`config.mk`:
```
export PLATFORM = sky130hd
export DESIGN_NAME = clock_time_ctrl
export DESIGN_NICKNAME = d
export VERILOG_FILES = /design/src/rtl/clock_time_ctrl.sv
export SDC_FILE = /design/constraint.sdc
export NUM_CORES = 1
export LEC_CHECK = 0
export ABC_AREA = 1
export BUFFER_PORTS_ARGS = -buffer_cell sky130_fd_sc_hd__buf_2
export CAP_MARGIN = 20
export CORE_MARGIN = 2
export CORE_UTILIZATION = 54
export DETAILED_ROUTE_END_ITERATION = 10
export PLACE_DENSITY_LB_ADDON = 0.25
export SLEW_MARGIN = 20
export SYNTH_ARGS = -nofsm -noshare
export SYNTH_HDL_FRONTEND = slang
export SYNTH_SLANG_ARGS = --single-unit
```
`constraint.sdc`:
```
create_clock -name clk -period 1.7 [get_ports clk]
set_clock_uncertainty 0.05 [all_clocks]
set_input_delay 0.34 -clock clk [delete_from_list [all_inputs] [get_ports clk]]
set_output_delay 0.34 -clock clk [all_outputs]
set_load 0.02 [all_outputs]
```
`src/rtl/clock_time_ctrl.sv`:
```
// clock_time_ctrl
//   HH:MM BCD timekeeper and front-panel sequencer for a 24-hour clock.
//   A prescaler divides clk down to a one-minute tick while in RUN mode;
//   mode_btn walks the set modes and inc_btn bumps the selected field.
//   Optional feature macro: ALARM_CTRL_EN (alarm-time registers, two extra
//   set modes and a registered alarm output). Without it, alarm is tied 0.
module clock_time_ctrl #(
    parameter int TICK_DIV = 60
) (
    input  logic       clk,
    input  logic       reset,
    input  logic       mode_btn,
    input  logic       inc_btn,
    input  logic       alarm_arm,
    output logic [3:0] min_units,
    output logic [2:0] min_tens,
    output logic [3:0] hr_units,
    output logic [2:0] hr_tens,
    output logic [2:0] mode,
    output logic       tick,
    output logic       alarm
);

    localparam int PRE_W = (TICK_DIV > 2) ? $clog2(TICK_DIV) : 1;
    localparam logic [PRE_W-1:0] PRE_LAST = PRE_W'(TICK_DIV - 1);

    typedef enum logic [2:0] {
        RUN        = 3'd0,
        SET_HR     = 3'd1,
        SET_MIN    = 3'd2,
        SET_AL_HR  = 3'd3,
        SET_AL_MIN = 3'd4
    } mode_t;

    mode_t            state_q, state_d;
    logic [PRE_W-1:0] pre_q, pre_d;
    logic [3:0]       mu_q, mu_d;
    logic [2:0]       mt_q, mt_d;
    logic [3:0]       hu_q, hu_d;
    logic [2:0]       ht_q, ht_d;
    logic             tick_q, tick_d;
    logic [7:0]       min_nx;
    logic [6:0]       hr_nx;
    logic             edit;

    // Minute +1 in BCD. Result is {carry, tens, units}; 59 wraps to 00 with carry.
    function automatic logic [7:0] bcd_min_inc(input logic [2:0] tens, input logic [3:0] units);
        logic [7:0] r;
        if (units != 4'd9)
            r = {1'b0, tens, units + 4'd1};
        else if (tens != 3'd5)
            r = {1'b0, tens + 3'd1, 4'd0};
        else
            r = 8'h00 | 8'h80;
        return r;
    endfunction

    // Hour +1 in BCD, modulo 24. Result is {tens, units}.
    function automatic logic [6:0] bcd_hr_inc(input logic [2:0] tens, input logic [3:0] units);
        logic [6:0] r;
        if (tens == 3'd2 && units == 4'd3)
            r = 7'd0;
        else if (units != 4'd9)
            r = {tens, units + 4'd1};
        else
            r = {tens + 3'd1, 4'd0};
        return r;
    endfunction

    assign min_nx = bcd_min_inc(mt_q, mu_q);
    assign hr_nx  = bcd_hr_inc(ht_q, hu_q);

    // A simultaneous mode press wins over an increment press.
    assign edit = inc_btn & ~mode_btn;

    // Mode state register.
    always_ff @(posedge clk or negedge reset) begin
        if (!reset) state_q <= RUN;
        else        state_q <= state_d;
    end

    // Next mode: one step per mode_btn pulse around the set-mode ring.
    always_comb begin
        state_d = state_q;
        if (mode_btn) begin
            case (state_q)
                RUN:        state_d = SET_HR;
                SET_HR:     state_d = SET_MIN;
`ifdef ALARM_CTRL_EN
                SET_MIN:    state_d = SET_AL_HR;
                SET_AL_HR:  state_d = SET_AL_MIN;
`else
                SET_MIN:    state_d = RUN;
`endif
                default:    state_d = RUN;
            endcase
        end
    end

    // Prescaler, tick and time-of-day next values.
    always_comb begin
        pre_d  = '0;
        tick_d = 1'b0;
        mu_d   = mu_q;
        mt_d   = mt_q;
        hu_d   = hu_q;
        ht_d   = ht_q;
        case (state_q)
            RUN: begin
                if (pre_q == PRE_LAST) begin
                    tick_d       = 1'b1;
                    {mt_d, mu_d} = min_nx[6:0];
                    if (min_nx[7]) {ht_d, hu_d} = hr_nx;
                end else begin
                    pre_d = pre_q + PRE_W'(1);
                end
                // Leaving RUN freezes the prescaler at zero.
                if (mode_btn) pre_d = '0;
            end
            SET_HR: begin
                if (edit) {ht_d, hu_d} = hr_nx;
            end
            SET_MIN: begin
                // Minute edit wraps 59->00 without touching the hour.
                if (edit) {mt_d, mu_d} = min_nx[6:0];
            end
            default: ;
        endcase
    end

    // Time, prescaler and tick registers.
    always_ff @(posedge clk or negedge reset) begin
        if (!reset) begin
            pre_q  <= '0;
            mu_q   <= 4'd0;
            mt_q   <= 3'd0;
            hu_q   <= 4'd0;
            ht_q   <= 3'd0;
            tick_q <= 1'b0;
        end else begin
            pre_q  <= pre_d;
            mu_q   <= mu_d;
            mt_q   <= mt_d;
            hu_q   <= hu_d;
            ht_q   <= ht_d;
            tick_q <= tick_d;
        end
    end

`ifdef ALARM_CTRL_EN
    logic [3:0] amu_q, amu_d;
    logic [2:0] amt_q, amt_d;
    logic [3:0] ahu_q, ahu_d;
    logic [2:0] aht_q, aht_d;
    logic [7:0] al_min_nx;
    logic [6:0] al_hr_nx;
    logic       alarm_q, alarm_d;

    assign al_min_nx = bcd_min_inc(amt_q, amu_q);
    assign al_hr_nx  = bcd_hr_inc(aht_q, ahu_q);

    // Alarm-time edits and alarm match, evaluated on the displayed time.
    always_comb begin
        amu_d   = amu_q;
        amt_d   = amt_q;
        ahu_d   = ahu_q;
        aht_d   = aht_q;
        if (edit && state_q == SET_AL_HR)  {aht_d, ahu_d} = al_hr_nx;
        if (edit && state_q == SET_AL_MIN) {amt_d, amu_d} = al_min_nx[6:0];
        alarm_d = (state_q == RUN) && alarm_arm &&
                  (mu_q == amu_q) && (mt_q == amt_q) &&
                  (hu_q == ahu_q) && (ht_q == aht_q);
    end

    // Alarm-time and alarm output registers.
    always_ff @(posedge clk or negedge reset) begin
        if (!reset) begin
            amu_q   <= 4'd0;
            amt_q   <= 3'd0;
            ahu_q   <= 4'd0;
            aht_q   <= 3'd0;
            alarm_q <= 1'b0;
        end else begin
            amu_q   <= amu_d;
            amt_q   <= amt_d;
            ahu_q   <= ahu_d;
            aht_q   <= aht_d;
            alarm_q <= alarm_d;
        end
    end

    assign alarm = alarm_q;
`else
    logic unused_alarm_arm;
    assign unused_alarm_arm = alarm_arm;
    assign alarm            = 1'b0;
`endif

    assign min_units = mu_q;
    assign min_tens  = mt_q;
    assign hr_units  = hu_q;
    assign hr_tens   = ht_q;
    assign mode      = state_q;
    assign tick      = tick_q;

endmodule

```
==> impl_metrics.yaml <==
status:
  outcome: "complete, no violations"
critical_path:
  cp_max_fo: 7
  crit_path_start_kind: "flip-flop"
  critPathSlowestCell: "dfrtp_1"
  critPathArrivalTime_ns: 1.11
  crit_path_end_kind: "output pin"
  critPathTopFamily: "flip-flops"
  path_cells: "buf_2"
  worstSetupPathType: "flip-flop to output pin"
  path_buf_inv: 1
  required_ns: 1.31
  slowest_delay_ns: 0.57
finish:
  syn2layout_area_growth_pct: 12.03
  layout_commonest_cell: "nand2_1"
  drive_above_1_share_pct: 26.11
  num_antenna_cells: 0
  fillers: 215
  regArea_um2: 575.6
  stdcell_count: 210
  layout.nets: 191
  multi_input_area_um2: 683.2
  mostFrequentLayoutCells: "29 x nand2_1, 23 x dfrtp_1, 22 x inv_1"
power_and_ir_drop:
  leakagePower_nw: 0.7759
  peakVddDrop_uv: 724.5
  p_per_area_mw_per_mm2: 1226
grt:
  first_global_vias: 1008
  grt_overflow_total: 0
  track_usage_pct: 19.31
  grt_pass1_wl_mm: 4.126
  grt_start_max_net_pins: 24
  antenna_found_initial: 0
timing:
  timing.final.crit_share_pct: 88.03
  max_freq_mhz: 668.2
  final-hold-violation-count: 0
  fin_crit_ns: 1.496
  maxSlewHeadroom_pct: 65.88
  worst_pin_slew_ns: 0.5117
  finalSetupViolCount: 0
  tns_ns: 0
  rsz0062_at_grt: "no"
  final_max_slew_viol_count: 0
placed_design:
  gp_congestion: 0.7754
  place_inst: 205
  io_buffers: 20
  dp_hpwl_mm: 1.874
synth:
  syn_area_mm2: 0.001353
  syn_area_per_cell_um2: 8.670
  netlist_instances: 156
  yosys_warnings: 0
  yosysSeqAreaShare_pct: 42.55
  synth_top_area_share_pct: 42.55
  yosysTopAreaCell: "dfrtp_1"
  synth_top_cells_by_area: "dfrtp_1 43%, nand2_1 8.0%, inv_1 6.1%"
  ys_ff_latch: 23
  yosysUniqueCellTypes: 25
routing:
  vias: 1060
  wl_per_cell_um: 11.71
  dr.pass1.iters: 4
  drtAntennaViolNets: 0
  drt-total-wl_mm: 2.459
  drc: 0
  first_iter_violations: 9
  avgViaCountPerCell: 5.048
die:
  ios: 24
  rows: 18
  dieArea_mm2: 0.002921
  die_w_um: 54.05
  initial_core_util_pct: 55.61
  die_h_um: 54.05
  coreArea_mm2: 0.002432
flow_run:
  cap_violations: 0
clocking:
  cts-buffers-inserted: 3
  clockRootBuffer: "clkbuf_4"
  insertion_delay_ns: 0.30
  cts_resized: 0
  tritoncts: "done"
  clockBufferDepth: 2
  cts.clk_slew.worst_paths_ns: 0.12
  postCtsSetupBuffers: 0
  clock_sinks: 23
  cts-htree-levels: 1
min_path:
  worstHoldPathType: "input port to flip-flop"
timing repair:
| action | CTS | global route |
|---|---|---|
| endpoints found under the setup margin | 0 | 0 |
| hold buffers | 1 | 0 |
| endpoints found under the hold margin | 23 | 0 |
layer usage:
layer | track usage (%) | vias up | wire [µm] | share of wire (%)
met1 | 23.02 | 491 | 1120 | 46
li1 | - | 550 | - | -
met4 | 5.000 | 0 | 20 | 0.81
met3 | 2.500 | 2 | 72 | 2.9
met5 | 0 | - | 0 | 0
met2 | 36.18 | 17 | 1246 | 51
report_power, final:
| part | internal (mW) | switching (mW) |
|---|---|---|
| registers | 0.655 | 0.181 |
| logic | 0.253 | 0.517 |
| clock network | 0.0913 | 0.160 |
registers in the layout, summed over array words and instances, names as in the netlist:
signal,count
pre_q,6
hr_units,4
min_units,4
hr_tens,3
min_tens,3
mode,2
tick,1
area by class of cell:
type / instances / share of cell area (%)
inverters: 22 / 5.450
clock buffers: 4 / 1.734
well taps: 30 / 2.477
flip-flops and latches: 23 / 37.99
multi-input cells: 110 / 45.09
repair buffers: 21 / 7.267
per-stage QoR:
stage                     power (mW)  setup slack [ns]  util (%)  area, µm²  hold slack [ns]
final                          1.857            0.2035     62.29       1515           0.2520
after global routing           2.006            0.1140     62.29       1515           0.2350
after CTS                      1.876            0.1761     62.29       1515           0.2345
after detailed placement       1.622            0.2858     60.80       1479           0.2961
after global placement         1.579            0.3128     60.80       1479           0.2889
after floorplan                1.398            0.3299         -       1356        -0.005591
path summary, 6_finish.rpt:
path,start,to,slack (ns),depth (start not counted)
worst max-delay path,mode[0],mode[0],0.20,1
worst min-delay path,mode_btn,mode[1],0.25,2
worst min register to register,pre_q[0],pre_q[0],0.42,1
min in group asynchronous,reset,min_units[3],0.48,2
max in group asynchronous,reset,pre_q[5],0.77,2
worst max register to register,pre_q[0],min_tens[2],0.27,8
synth_stat cells (all sizes together):
master   n
o21ai   13
nand2   38
a21oi    3
conb     1
xor2     4
dfrtp   23
nor3     1
buf      2
nor3b    3
nand4    7
xnor2    1
nor2    16
o211ai   1
inv     22
ha       5
o21bai   1
nand3   15
cells by family (layout without fill, tap and decap cells):
kind of cell,count (synthesis),count (layout),synth area share [%]
DFF,23,23,42.55
AOI/OAI and AO/OA,18,18,8.788
xor gates and xnor gates,5,5,3.238
buffers and inverters,24,47,7.215
adders and majority gates,5,5,4.625
other,1,2,0.2773
and+or+nand+nor,80,80,33.30
Note: power is estimated with default switching activity, not from simulation.
